[src/rtl/axi2mem_rd_pkg.sv]
// Shared types and constants for the axi2mem read channel.
package axi2mem_rd_pkg;

   // AXI burst encodings; RSVD is handled as INCR with an error response
   typedef enum logic [1:0] {
      BURST_FIXED = 2'b00,
      BURST_INCR  = 2'b01,
      BURST_WRAP  = 2'b10,
      BURST_RSVD  = 2'b11
   } burst_e;

   // AXI response codes used by this channel
   localparam logic [1:0] RESP_OKAY   = 2'b00;
   localparam logic [1:0] RESP_SLVERR = 2'b10;

   // Command-issue FSM states
   typedef enum logic [1:0] {
      ST_IDLE = 2'b00,
      ST_RUN  = 2'b01
   } rd_state_e;

   // Number of 32-bit memory lanes on a bus of the given width
   function automatic int lanes(input int data_width);
      return data_width / 32;
   endfunction

endpackage

[src/rtl/axi2mem_buffer.sv]
// Small synchronous FIFO. A pop in the same cycle frees the slot for a
// simultaneous push, so ready_o stays high when full and being drained.
module axi2mem_buffer #(
   parameter int DATA_WIDTH   = 4,
   parameter int BUFFER_DEPTH = 4
)(
   input  logic                  clk_i,
   input  logic                  rst_ni,
   input  logic [DATA_WIDTH-1:0] data_i,
   input  logic                  valid_i,
   output logic                  ready_o,
   output logic [DATA_WIDTH-1:0] data_o,
   output logic                  valid_o,
   input  logic                  ready_i
);

   localparam int PW = (BUFFER_DEPTH > 1) ? $clog2(BUFFER_DEPTH) : 1;
   localparam logic [PW:0] FULL_CNT = (PW+1)'(BUFFER_DEPTH);

   logic [DATA_WIDTH-1:0] mem_q [BUFFER_DEPTH];
   logic [PW-1:0]         wr_ptr_q;
   logic [PW-1:0]         rd_ptr_q;
   logic [PW:0]           cnt_q;
   logic                  push;
   logic                  pop;

   assign valid_o = (cnt_q != '0);
   assign ready_o = (cnt_q != FULL_CNT) | ready_i;
   assign push    = valid_i & ready_o;
   assign pop     = valid_o & ready_i;
   assign data_o  = mem_q[rd_ptr_q];

   // Pointer and occupancy bookkeeping
   always_ff @(posedge clk_i) begin
      if (!rst_ni) begin
         wr_ptr_q <= '0;
         rd_ptr_q <= '0;
         cnt_q    <= '0;
      end else begin
         if (push) wr_ptr_q <= wr_ptr_q + 1'b1;
         if (pop)  rd_ptr_q <= rd_ptr_q + 1'b1;
         case ({push, pop})
            2'b10:   cnt_q <= cnt_q + 1'b1;
            2'b01:   cnt_q <= cnt_q - 1'b1;
            default: cnt_q <= cnt_q;
         endcase
      end
   end

   // Storage write; contents need no reset because occupancy gates them
   always_ff @(posedge clk_i) begin
      if (push) mem_q[wr_ptr_q] <= data_i;
   end

endmodule

[src/rtl/axi2mem_burst_addr_gen.sv]
// Combinational AXI beat address for beat index count_i of a burst,
// aligned down to the full bus width.
module axi2mem_burst_addr_gen
   import axi2mem_rd_pkg::*;
#(
   parameter int ADDR_WIDTH = 32,
   parameter int DATA_BYTES = 8
)(
   input  logic [ADDR_WIDTH-1:0] start_i,
   input  logic [7:0]            len_i,
   input  logic [2:0]            size_i,
   input  logic [1:0]            burst_i,
   input  logic [7:0]            count_i,
   output logic [ADDR_WIDTH-1:0] addr_o
);

   logic [ADDR_WIDTH-1:0] step;
   logic [ADDR_WIDTH-1:0] size_mask;
   logic [ADDR_WIDTH-1:0] wrap_bytes;
   logic [ADDR_WIDTH-1:0] wrap_mask;
   logic [ADDR_WIDTH-1:0] incr_addr;
   logic [ADDR_WIDTH-1:0] wrap_addr;
   logic [ADDR_WIDTH-1:0] beat_addr;
   logic                  wrap_legal;

   // Compute FIXED/INCR/WRAP candidates and select by burst type
   always_comb begin
      step       = ADDR_WIDTH'(count_i) << size_i;
      size_mask  = (ADDR_WIDTH'(1) << size_i) - ADDR_WIDTH'(1);
      wrap_bytes = (ADDR_WIDTH'(len_i) + ADDR_WIDTH'(1)) << size_i;
      wrap_mask  = wrap_bytes - ADDR_WIDTH'(1);
      incr_addr  = (start_i & ~size_mask) + step;
      wrap_addr  = (start_i & ~wrap_mask) + ((start_i + step) & wrap_mask);
      wrap_legal = (len_i == 8'd1) || (len_i == 8'd3) ||
                   (len_i == 8'd7) || (len_i == 8'd15);
      case (burst_e'(burst_i))
         BURST_FIXED: beat_addr = start_i;
         BURST_WRAP:  beat_addr = wrap_legal ? wrap_addr : incr_addr;
         default:     beat_addr = incr_addr;
      endcase
      addr_o = beat_addr & ~ADDR_WIDTH'(DATA_BYTES - 1);
   end

endmodule

[src/rtl/axi2mem_rd_channel_mb.sv]
// AXI4 read channel: splits AR bursts into per-lane 32-bit memory commands
// and returns memory read data as R beats, with IDs kept in order by a FIFO.
//
// Handshakes: a transfer happens on a cycle where valid and ready are both
// high. valid never waits for ready; ready may depend on valid's partner
// conditions but a producer holds its payload stable until the transfer.
// The lane command port is all-or-nothing: every lane requests together and
// only in a cycle where every lane grant is high.
module axi2mem_rd_channel_mb
   import axi2mem_rd_pkg::*;
#(
   parameter int AXI_ADDR_WIDTH = 32,
   parameter int AXI_DATA_WIDTH = 64,
   parameter int AXI_ID_WIDTH   = 3,
   parameter int AXI_USER_WIDTH = 6,
   parameter int TRANS_ID_WIDTH = 6,
   parameter int ID_FIFO_DEPTH  = 4,
   localparam int NB_LANES      = lanes(AXI_DATA_WIDTH)
)(
   input  logic                               clk_i,
   input  logic                               rst_ni,

   input  logic                               axi_slave_ar_valid_i,
   output logic                               axi_slave_ar_ready_o,
   input  logic [AXI_ADDR_WIDTH-1:0]          axi_slave_ar_addr_i,
   input  logic [7:0]                         axi_slave_ar_len_i,
   input  logic [2:0]                         axi_slave_ar_size_i,
   input  logic [1:0]                         axi_slave_ar_burst_i,
   input  logic [AXI_ID_WIDTH-1:0]            axi_slave_ar_id_i,
   input  logic [2:0]                         axi_slave_ar_prot_i,
   input  logic [3:0]                         axi_slave_ar_region_i,
   input  logic                               axi_slave_ar_lock_i,
   input  logic [3:0]                         axi_slave_ar_cache_i,
   input  logic [3:0]                         axi_slave_ar_qos_i,
   input  logic [AXI_USER_WIDTH-1:0]          axi_slave_ar_user_i,

   output logic                               axi_slave_r_valid_o,
   input  logic                               axi_slave_r_ready_i,
   output logic [AXI_DATA_WIDTH-1:0]          axi_slave_r_data_o,
   output logic [1:0]                         axi_slave_r_resp_o,
   output logic                               axi_slave_r_last_o,
   output logic [AXI_ID_WIDTH-1:0]            axi_slave_r_id_o,
   output logic [AXI_USER_WIDTH-1:0]          axi_slave_r_user_o,

   output logic [NB_LANES-1:0]                trans_req_o,
   input  logic [NB_LANES-1:0]                trans_gnt_i,
   output logic [NB_LANES*32-1:0]             trans_add_o,
   output logic [NB_LANES*TRANS_ID_WIDTH-1:0] trans_id_o,
   output logic [NB_LANES-1:0]                trans_last_o,

   input  logic [AXI_DATA_WIDTH-1:0]          data_dat_i,
   input  logic                               data_last_i,
   input  logic                               data_gnt_i,
   output logic                               data_req_o,

   output logic [1:0]                         dbg_state_o
);

   localparam int DATA_BYTES = AXI_DATA_WIDTH / 8;

   rd_state_e                state_q, state_d;
   logic [7:0]               count_q, count_d;
   logic [AXI_ADDR_WIDTH-1:0] addr_q;
   logic [7:0]               len_q;
   logic [2:0]               size_q;
   logic [1:0]               burst_q;
   logic [AXI_ID_WIDTH-1:0]  id_q;
   logic                     out_en_q;
   logic                     out_en;

   logic                     all_gnt;
   logic                     ar_ready;
   logic                     accept;
   logic                     issue;
   logic                     last_beat;

   logic [AXI_ADDR_WIDTH-1:0] gen_start;
   logic [7:0]               gen_len;
   logic [2:0]               gen_size;
   logic [1:0]               gen_burst;
   logic [7:0]               gen_count;
   logic [AXI_ADDR_WIDTH-1:0] gen_addr;

   logic                     fifo_ready;
   logic                     fifo_valid;
   logic                     fifo_pop;
   logic [AXI_ID_WIDTH:0]    fifo_push_data;
   logic [AXI_ID_WIDTH:0]    fifo_head;
   logic                     r_valid;

   logic                     unused_inputs;

   // Outputs stay quiet during reset and for the first cycle after it
   assign out_en  = rst_ni & out_en_q;
   assign all_gnt = &trans_gnt_i;

   // Next-state, command issue and address-generator input selection
   always_comb begin
      state_d   = state_q;
      count_d   = count_q;
      ar_ready  = 1'b0;
      accept    = 1'b0;
      issue     = 1'b0;
      last_beat = 1'b0;
      gen_start = addr_q;
      gen_len   = len_q;
      gen_size  = size_q;
      gen_burst = burst_q;
      gen_count = count_q;
      case (state_q)
         ST_IDLE: begin
            // Beat 0 goes out in the accept cycle, so use the live AR fields
            gen_start = axi_slave_ar_addr_i;
            gen_len   = axi_slave_ar_len_i;
            gen_size  = axi_slave_ar_size_i;
            gen_burst = axi_slave_ar_burst_i;
            gen_count = 8'd0;
            ar_ready  = out_en & all_gnt & fifo_ready;
            accept    = ar_ready & axi_slave_ar_valid_i;
            issue     = accept;
            last_beat = accept & (axi_slave_ar_len_i == 8'd0);
            if (accept && (axi_slave_ar_len_i != 8'd0)) begin
               state_d = ST_RUN;
               count_d = 8'd1;
            end
         end
         ST_RUN: begin
            issue     = out_en & all_gnt;
            last_beat = issue & (count_q == len_q);
            if (issue) begin
               if (count_q == len_q) begin
                  state_d = ST_IDLE;
                  count_d = 8'd0;
               end else begin
                  count_d = count_q + 8'd1;
               end
            end
         end
         default: begin
            state_d = ST_IDLE;
            count_d = 8'd0;
         end
      endcase
   end

   // FSM state, beat counter and output-enable register
   always_ff @(posedge clk_i) begin
      if (!rst_ni) begin
         state_q  <= ST_IDLE;
         count_q  <= 8'd0;
         out_en_q <= 1'b0;
      end else begin
         state_q  <= state_d;
         count_q  <= count_d;
         out_en_q <= 1'b1;
      end
   end

   // Capture the burst descriptor on AR accept
   always_ff @(posedge clk_i) begin
      if (!rst_ni) begin
         addr_q  <= '0;
         len_q   <= 8'd0;
         size_q  <= 3'd0;
         burst_q <= 2'b00;
         id_q    <= '0;
      end else if (accept) begin
         addr_q  <= axi_slave_ar_addr_i;
         len_q   <= axi_slave_ar_len_i;
         size_q  <= axi_slave_ar_size_i;
         burst_q <= axi_slave_ar_burst_i;
         id_q    <= axi_slave_ar_id_i;
      end
   end

   axi2mem_burst_addr_gen #(
      .ADDR_WIDTH (AXI_ADDR_WIDTH),
      .DATA_BYTES (DATA_BYTES)
   ) i_addr_gen (
      .start_i (gen_start),
      .len_i   (gen_len),
      .size_i  (gen_size),
      .burst_i (gen_burst),
      .count_i (gen_count),
      .addr_o  (gen_addr)
   );

   assign trans_req_o  = {NB_LANES{issue}};
   assign trans_last_o = {NB_LANES{last_beat}};

   for (genvar i = 0; i < NB_LANES; i++) begin : g_lane
      assign trans_add_o[i*32 +: 32] = out_en ? (32'(gen_addr) + 32'(4 * i)) : 32'd0;
      assign trans_id_o[i*TRANS_ID_WIDTH +: TRANS_ID_WIDTH] =
         out_en ? TRANS_ID_WIDTH'(id_q) : '0;
   end

   // ID FIFO entry: {slave-error flag, AXI ID}
   assign fifo_push_data = {(axi_slave_ar_burst_i == BURST_RSVD), axi_slave_ar_id_i};

   axi2mem_buffer #(
      .DATA_WIDTH   (AXI_ID_WIDTH + 1),
      .BUFFER_DEPTH (ID_FIFO_DEPTH)
   ) i_id_fifo (
      .clk_i   (clk_i),
      .rst_ni  (rst_ni),
      .data_i  (fifo_push_data),
      .valid_i (accept),
      .ready_o (fifo_ready),
      .data_o  (fifo_head),
      .valid_o (fifo_valid),
      .ready_i (fifo_pop)
   );

   // Response path: data beats pass straight through, ID/resp from FIFO head
   assign r_valid             = out_en & data_gnt_i & fifo_valid;
   assign data_req_o          = r_valid & axi_slave_r_ready_i;
   assign fifo_pop            = data_req_o & data_last_i;
   assign axi_slave_r_valid_o = r_valid;
   assign axi_slave_r_data_o  = data_dat_i;
   assign axi_slave_r_last_o  = out_en & data_last_i;
   assign axi_slave_r_id_o    = out_en ? fifo_head[AXI_ID_WIDTH-1:0] : '0;
   assign axi_slave_r_resp_o  = (out_en & fifo_head[AXI_ID_WIDTH]) ? RESP_SLVERR : RESP_OKAY;
   assign axi_slave_r_user_o  = '0;
   assign axi_slave_ar_ready_o = ar_ready;
   assign dbg_state_o         = state_q;

   assign unused_inputs = ^{axi_slave_ar_prot_i, axi_slave_ar_region_i, axi_slave_ar_lock_i,
                            axi_slave_ar_cache_i, axi_slave_ar_qos_i, axi_slave_ar_user_i};

endmodule

[config.mk]
export PLATFORM = sky130hd
export DESIGN_NAME = axi2mem_rd_channel_mb
export DESIGN_NICKNAME = d
export VERILOG_FILES = /design/src/rtl/axi2mem_rd_pkg.sv /design/src/rtl/axi2mem_buffer.sv /design/src/rtl/axi2mem_burst_addr_gen.sv /design/src/rtl/axi2mem_rd_channel_mb.sv
export SDC_FILE = /design/constraint.sdc
export NUM_CORES = 1
export LEC_CHECK = 0
export ABC_CLOCK_PERIOD_IN_PS = 15200
export BUFFER_PORTS_ARGS = -buffer_cell sky130_fd_sc_hd__buf_2
export CORE_MARGIN = 1
export CORE_UTILIZATION = 40
export DETAILED_ROUTE_END_ITERATION = 7
export GPL_ROUTABILITY_DRIVEN = 0
export HOLD_SLACK_MARGIN = 0.02
export PLACE_DENSITY = 0.68
export SYNTH_ARGS = -nofsm -noshare
export SYNTH_HDL_FRONTEND = slang
export SYNTH_SLANG_ARGS = --single-unit
[constraint.sdc]
create_clock -name clk_i -period 15.2 [get_ports clk_i]
set_input_delay 4.56 -clock clk_i [delete_from_list [all_inputs] [get_ports clk_i]]
set_output_delay 4.56 -clock clk_i [all_outputs]
set_load 0.01 [all_outputs]
Yosys cells after proc, flatten, opt, wreduce, memory -nomap -nowiden
Memories as Yosys holds them, arrays and structs flattened. A register that Yosys moved wholly into a read port is not among the register bits. Cells that the tools add are included.

Logic and storage cells: 104. Memories: 1. RAM bits: 16. Bits of input ports: 142. Output and inout port bits: 161. Register bits after elaboration: 66.

Memory list: i_id_fifo.mem_q (depth 4, bits a word 4, read ports 1, clocked after Yosys merged registers in 1, write ports 1, RTL line axi2mem_buffer.sv:20) `logic [DATA_WIDTH-1:0] mem_q [BUFFER_DEPTH];`.

Bitwise logic cells: 20. Muxes and demuxes: 30. Eq/ne operators: 14. Shift operators: 3. Add/subtract/negate cells: 12. Reduce and logical (&&, ||, !) cells: 13.

Operators by type and width (count): 32-bit 2-to-1 mux (4); 32-bit adder (3); 32-bit bitwise AND (3); 32-bit NOT (2); 32-bit one-hot mux with 2 select lines (1); 8-bit 2-to-1 mux (5); 32-bit by 3-bit adder with 32-bit output (second input constant) (1); 1-bit by 3-bit << shifter with 32-bit output (first input constant) (1); 32-bit by 3-bit << shifter with 32-bit output (1); 8-bit by 3-bit << shifter with 32-bit output (1); 32-bit by 1-bit subtractor with 32-bit output (second input constant) (1); 32-bit by 2-bit subtractor with 32-bit output (second input constant) (1); 8-bit one-hot mux with 2 select lines (1); 1-bit bitwise AND (14); 2-bit 2-to-1 mux (7); 8-bit by 1-bit adder with 9-bit output (second input constant) (1); 3-bit 2-to-1 mux (3); 8-bit by 1-bit adder with 8-bit output (second input constant) (1); 8-bit by 1-bit == test with 1-bit output (second input constant) (1); 8-bit by 2-bit == test with 1-bit output (second input constant) (1); 8-bit by 3-bit == test with 1-bit output (second input constant) (1); 8-bit by 4-bit == test with 1-bit output (second input constant) (1); 8-bit == test (1); 8-bit zero test (1); other kinds (20) (35).

Longest topological paths before layout
Depth in word-level cells: 12. Depth in mapped cells: 41. Depth with buffers taken out: 30.

Cells and area by module
A second synthesis with hierarchy kept.

Cells, all modules: 1515. Area total of the unflattened synthesis: 11304.6 um^2.

Modules (own cells, without submodules): axi2mem_burst_addr_gen (area an instance 5525.3 um^2, times used 1, sequential area each 0.0 um^2, cells an instance 846); axi2mem_rd_channel_mb (area an instance 4720.8 um^2, times used 1, sequential area each 1161.1 um^2, cells an instance 597); axi2mem_buffer (area an instance 1058.5 um^2, times used 1, sequential area each 660.6 um^2, cells an instance 72).

Least setup slack after synthesis
Ideal clock, no wire load.

Kind: input to output. From: input port axi_slave_ar_len_i[0]. To: output port trans_add_o[61]. Arrival time: 10.509 ns. Setup slack: 0.131 ns. Required time: 10.640 ns. Path buffers: 4. Stages on the path: 30. Path through: mux2i_1 inv_1 ha_1 clkbuf_1 xor2_1 a222oi_1 o21ai_0 a22o_1 nor3b_1 or3b_2 clkbuf_1 nor2_1 and3_1 clkbuf_1 nor2_1 ha_1 a21oi_1 o21bai_1 a21oi_1 nor2b_1 o21ai_0 nand2b_1 nand3_1 mux2i_1 o41a_1 a31o_2 a21oi_1 xor2_1 a211oi_1 buf_4.

Longest elaborated chain between the ends: 11. Elaborated cells on any way between the ends: 19. Classes of those cells: 4 x add/sub; 4 x eq/ne; 1 x shift; 4 x mux; 3 x bitwise; 3 x reduce/logical.

RTL lines: start: declaration (RTL line axi2mem_rd_channel_mb.sv:26) `input logic [7:0] axi_slave_ar_len_i,`; 8-bit 2-to-1 mux * (RTL line axi2mem_rd_channel_mb.sv:110) `case (state_q)`; 8-bit by 1-bit adder with 9-bit output (RTL line axi2mem_burst_addr_gen.sv:30) `wrap_bytes = (ADDR_WIDTH'(len_i) + ADDR_WIDTH'(1)) << size_i;`; 32-bit by 3-bit << shifter with 32-bit output (RTL line axi2mem_burst_addr_gen.sv:30); 32-bit by 1-bit subtractor with 32-bit output (RTL line axi2mem_burst_addr_gen.sv:31) `wrap_mask = wrap_bytes - ADDR_WIDTH'(1);`; 32-bit NOT (RTL line axi2mem_burst_addr_gen.sv:33) `wrap_addr = (start_i & ~wrap_mask) + ((start_i + step) & wrap_mask);`; 32-bit bitwise AND (RTL line axi2mem_burst_addr_gen.sv:33); 32-bit adder (RTL line axi2mem_burst_addr_gen.sv:33); 32-bit 2-to-1 mux * (RTL line axi2mem_burst_addr_gen.sv:38) `BURST_WRAP: beat_addr = wrap_legal ? wrap_addr : incr_addr;`; 32-bit one-hot mux with 2 select lines * (RTL line axi2mem_burst_addr_gen.sv:36) `case (burst_e'(burst_i))`; 32-bit by 3-bit adder with 32-bit output * (RTL line axi2mem_rd_channel_mb.sv:192) `assign trans_add_o[i*32 +: 32] = out_en ? (32'(gen_addr) + 32'(4 * i)) : 32'd0;`; 32-bit 2-to-1 mux * (RTL line axi2mem_rd_channel_mb.sv:192); end: declaration (RTL line axi2mem_rd_channel_mb.sv:47) `output logic [NB_LANES*32-1:0] trans_add_o,`.

Mark *: on every way between the ends. The rest lies on a longest branch, timed or not.

Worst setup path in the final report
From: input port axi_slave_ar_size_i[1]. To: output port trans_add_o[29].

Longest elaborated chain between the ends: 9. Elaborated cells on any way between the ends: 17. Classes of those cells: 5 x add/sub; 3 x shift; 4 x mux; 5 x bitwise.

RTL lines: start: declaration (RTL line axi2mem_rd_channel_mb.sv:27) `input logic [2:0] axi_slave_ar_size_i,`; 3-bit 2-to-1 mux * (RTL line axi2mem_rd_channel_mb.sv:110); 32-bit by 3-bit << shifter with 32-bit output / 1-bit by 3-bit << shifter with 32-bit output (equally long branches) (RTL line axi2mem_burst_addr_gen.sv:30, axi2mem_burst_addr_gen.sv:29); 32-bit by 1-bit subtractor with 32-bit output / 32-bit by 2-bit subtractor with 32-bit output (equally long branches) (RTL line axi2mem_burst_addr_gen.sv:31, axi2mem_burst_addr_gen.sv:29); 32-bit NOT (on tied branches) (RTL line axi2mem_burst_addr_gen.sv:33, axi2mem_burst_addr_gen.sv:32); 32-bit bitwise AND (on tied branches) (RTL line axi2mem_burst_addr_gen.sv:33, axi2mem_burst_addr_gen.sv:32); 32-bit adder (on tied branches) (RTL line axi2mem_burst_addr_gen.sv:33, axi2mem_burst_addr_gen.sv:32); 32-bit 2-to-1 mux (RTL line axi2mem_burst_addr_gen.sv:38); 32-bit one-hot mux with 2 select lines * (RTL line axi2mem_burst_addr_gen.sv:36); 32-bit 2-to-1 mux * (RTL line axi2mem_rd_channel_mb.sv:192).

Marks and branches as above.

==> impl_metrics.py <==
metrics = {
    "clock_tree": {
        "root_buffer": "clkbuf_16",
        "cts_sinks": 83,
        "ctsHoldBuffers": 0,
        "htree_levels": 3,
        "cts_tree": "done",
        "clk_latency_ns": 0.36,
        "cts_buffers": 9,
        "clk_pin_slew_ns": 0.08,
        "cts.path.max_buffers": 2,
    },
    "global_routing": {
        "track_usage_pct": 22.6,
        "gr-total-overflow": 0,
        "grt_max_degree": 65,
        "grt_pass1_vias": 8360,
        "grt_pass1_wl_um": 44200,
        "grt_antenna_before_repair": 1,
    },
    "setup_path": {
        "critPathCaptureType": "primary output",
        "worstPathRequired_ns": 10.64,
        "cp-start-kind": "input port",
        "rr_startpoint": "out_en_q",
        "critical_path_class": "input port to primary output",
        "crit_family": "compound AO/OA/AOI/OAI gates",
        "critPathBufInv": 4,
        "critPathMaxStageDelay_ns": 0.49,
        "cp_max_fo": 5,
        "cpMaxStageDelayCell": "mux4_2",
        "crit_arrival_ns": 10.29,
        "path_common_cell": "a21oi_1",
        "crit_start": "axi_slave_ar_size_i[1]",
    },
    "hold_path": {
        "hp-start": "id_q[0]",
        "hold_class": "register to register",
    },
    "logic_synthesis": {
        "synthXorXnorAreaFrac_pct": 8.59,
        "avgSynthCellArea_um2": 7.66,
        "synth_cell_types": 86,
        "synth_ff_type": "dfxtp_1",
        "synthMuxAreaShare_pct": 9.40,
        "synth-warning-count": 0,
        "synth-edff-count": 16,
        "synth_seq_area_share_pct": 19.0,
        "synthCells": 1250,
        "async_reset_ff_share_pct": 0,
        "ys_seq_elements": 83,
        "synth_area_um2": 9580,
        "yosys.area_share.simple_pct": 23.4,
        "synth_compound_area_share_pct": 19.4,
        "synth_top_family_by_area": "simple AND/OR/NAND/NOR gates",
        "synth_fa_ha_area_share_pct": 7.08,
    },
    "floorplan": {
        "row_count": 56,
        "die_h_um": 157,
        "start_util_pct": 40.8,
        "die_w_um": 157,
        "pin_count": 303,
        "dieArea_um2": 24600,
        "core_area_um2": 23500,
    },
    "sta": {
        "clock.fmax_mhz": 67.3,
        "tns_ns": 0,
        "tightest_slew_ns": 1.20,
        "final_max_slew_viol_count": 0,
        "final-setup-viol-count": 0,
        "timing.hold.ws_ns": 0.461,
        "hold_viol": 0,
        "min_period_ns": 14.85,
        "relSlewSlack_pct": 19.6,
        "period_share_pct": 97.7,
        "skew_ns": 0.0164,
    },
    "job": {
        "drv_cap": 0,
    },
    "placement": {
        "post-dp-hpwl_um": 20500,
        "place_inst": 1576,
        "io_buffers": 133,
        "placed_cell_area_um2": 9870,
    },
    "final_layout": {
        "fin_area_um2": 10200,
        "fin_cells": 1595,
        "syn_to_final_growth_pct": 6.65,
        "drive_gt1_share_pct": 20.9,
        "nets": 1464,
        "final_common_cell": "nand2_1",
        "mostFrequentLayoutCells": "nand2_1, buf_2, nor2_1, dfxtp_1, a21oi_1",
    },
    "drt": {
        "routedWlPerCell_um": 17.2,
        "drc": 0,
        "drt-total-wl_um": 27400,
        "viasPerCell": 5.58,
        "drtPass1Iterations": 5,
        "postRouteAntennaNets": 0,
        "vias": 8896,
        "dr.first_iter.drc_count": 631,
    },
    "run_status": {
        "status": "complete, no violations",
    },
    "pwr": {
        "p_leak_nw": 4.23,
        "peakVddDrop_mv": 0.0447,
        "p_per_area_nw_per_um2": 60.8,
    },
}
worst paths after layout:
path                         to  cells past startpoint  slack (ns)
min                     id_q[0]                      2        0.46
min reg2reg             id_q[0]                      2        0.46
max reg2reg  i_id_fifo.cnt_q[2]                     16       10.58
max             trans_add_o[29]                     32        0.35
cell usage after synthesis (all sizes together), types with 11 or more instances:
library cell,instances,share of area (%)
a21boi,53,4.2
a21o,11,0.86
a21oi,58,3.0
a31oi,13,0.91
and2,24,1.6
and3,14,0.91
buf,134,10
clkbuf,53,2.1
dfxtp,67,14
edfxtp,16,5.0
ha,51,6.7
inv,18,0.71
mux2,34,4.0
mux2i,36,3.8
nand2,188,7.4
nand2b,11,0.72
nand3,33,1.7
nand4,11,0.78
nor2,95,3.7
nor2b,15,0.98
nor3,21,1.1
o21ai,46,2.4
o221ai,11,1.1
xnor2,48,4.4
xor2,46,4.2
state kept, by name (all words and copies together), names as in the netlist, 3 cells and up, named ones only:
register	count
id_q	3
len_q	8
i_id_fifo.mem_q	16
i_id_fifo.cnt_q	3
count_q	8
addr_q	32
size_q	3
power by group:
part | internal, mW | switching [mW] | total (mW)
sequential | 0.226 | 0.00323 | 0.229
combinational | 0.0663 | 0.0998 | 0.166
clock | 0.117 | 0.109 | 0.226
total | 0.409 | 0.212 | 0.621
metal layers:
metal  track usage (%)  share of wire [%]  vias up
li1                  -                  -     4314
met4              6.12                1.8        0
met1              30.0                 44     4160
met2              38.1                 47      373
met3              3.02                6.7       49
met5                 0                  0        -
cell families after synthesis:
kind of cell	count (synthesis)
compound gates	273
simple gates	462
flops	83
buf+inv	206
mux	77
fa+ha+maj	54
xor+xnor	94
other cells	1
metrics by stage:
stage | power, mW | util, % | setup WS (ns)
after floorplan | 0.370 | - | 0.131
after global placement | 0.394 | 42.0 | 0.230
after detailed placement | 0.396 | 42.0 | 0.164
after CTS | 0.622 | 43.3 | 0.130
after global routing | 0.651 | 43.5 | -0.00445
final | 0.621 | 43.5 | 0.351
tightest hold or removal path, stage by stage, from the launching register on:
cell and delay, ns:
dfxtp_1 0.31, nand2_1 0.04, a21boi_0 0.06
final cells by class:
class                   count  area [um2]
clock inverters             7        76.3
multi-input cells         979        6610
clock buffers               9         225
inverters                  19        71.3
flip-flops and latches     83        1830
repair buffers            178        1000
diodes                      1        2.50
well taps                 319         399
fillers                  2351       13300
what timing repair did:
| action | CTS | global route |
|---|---|---|
| buffers inserted | 0 | 2 |
| resized for setup | 0 | 10 |
| setup endpoints to repair | 0 | 12 |
(Power assumes the default switching activity.)
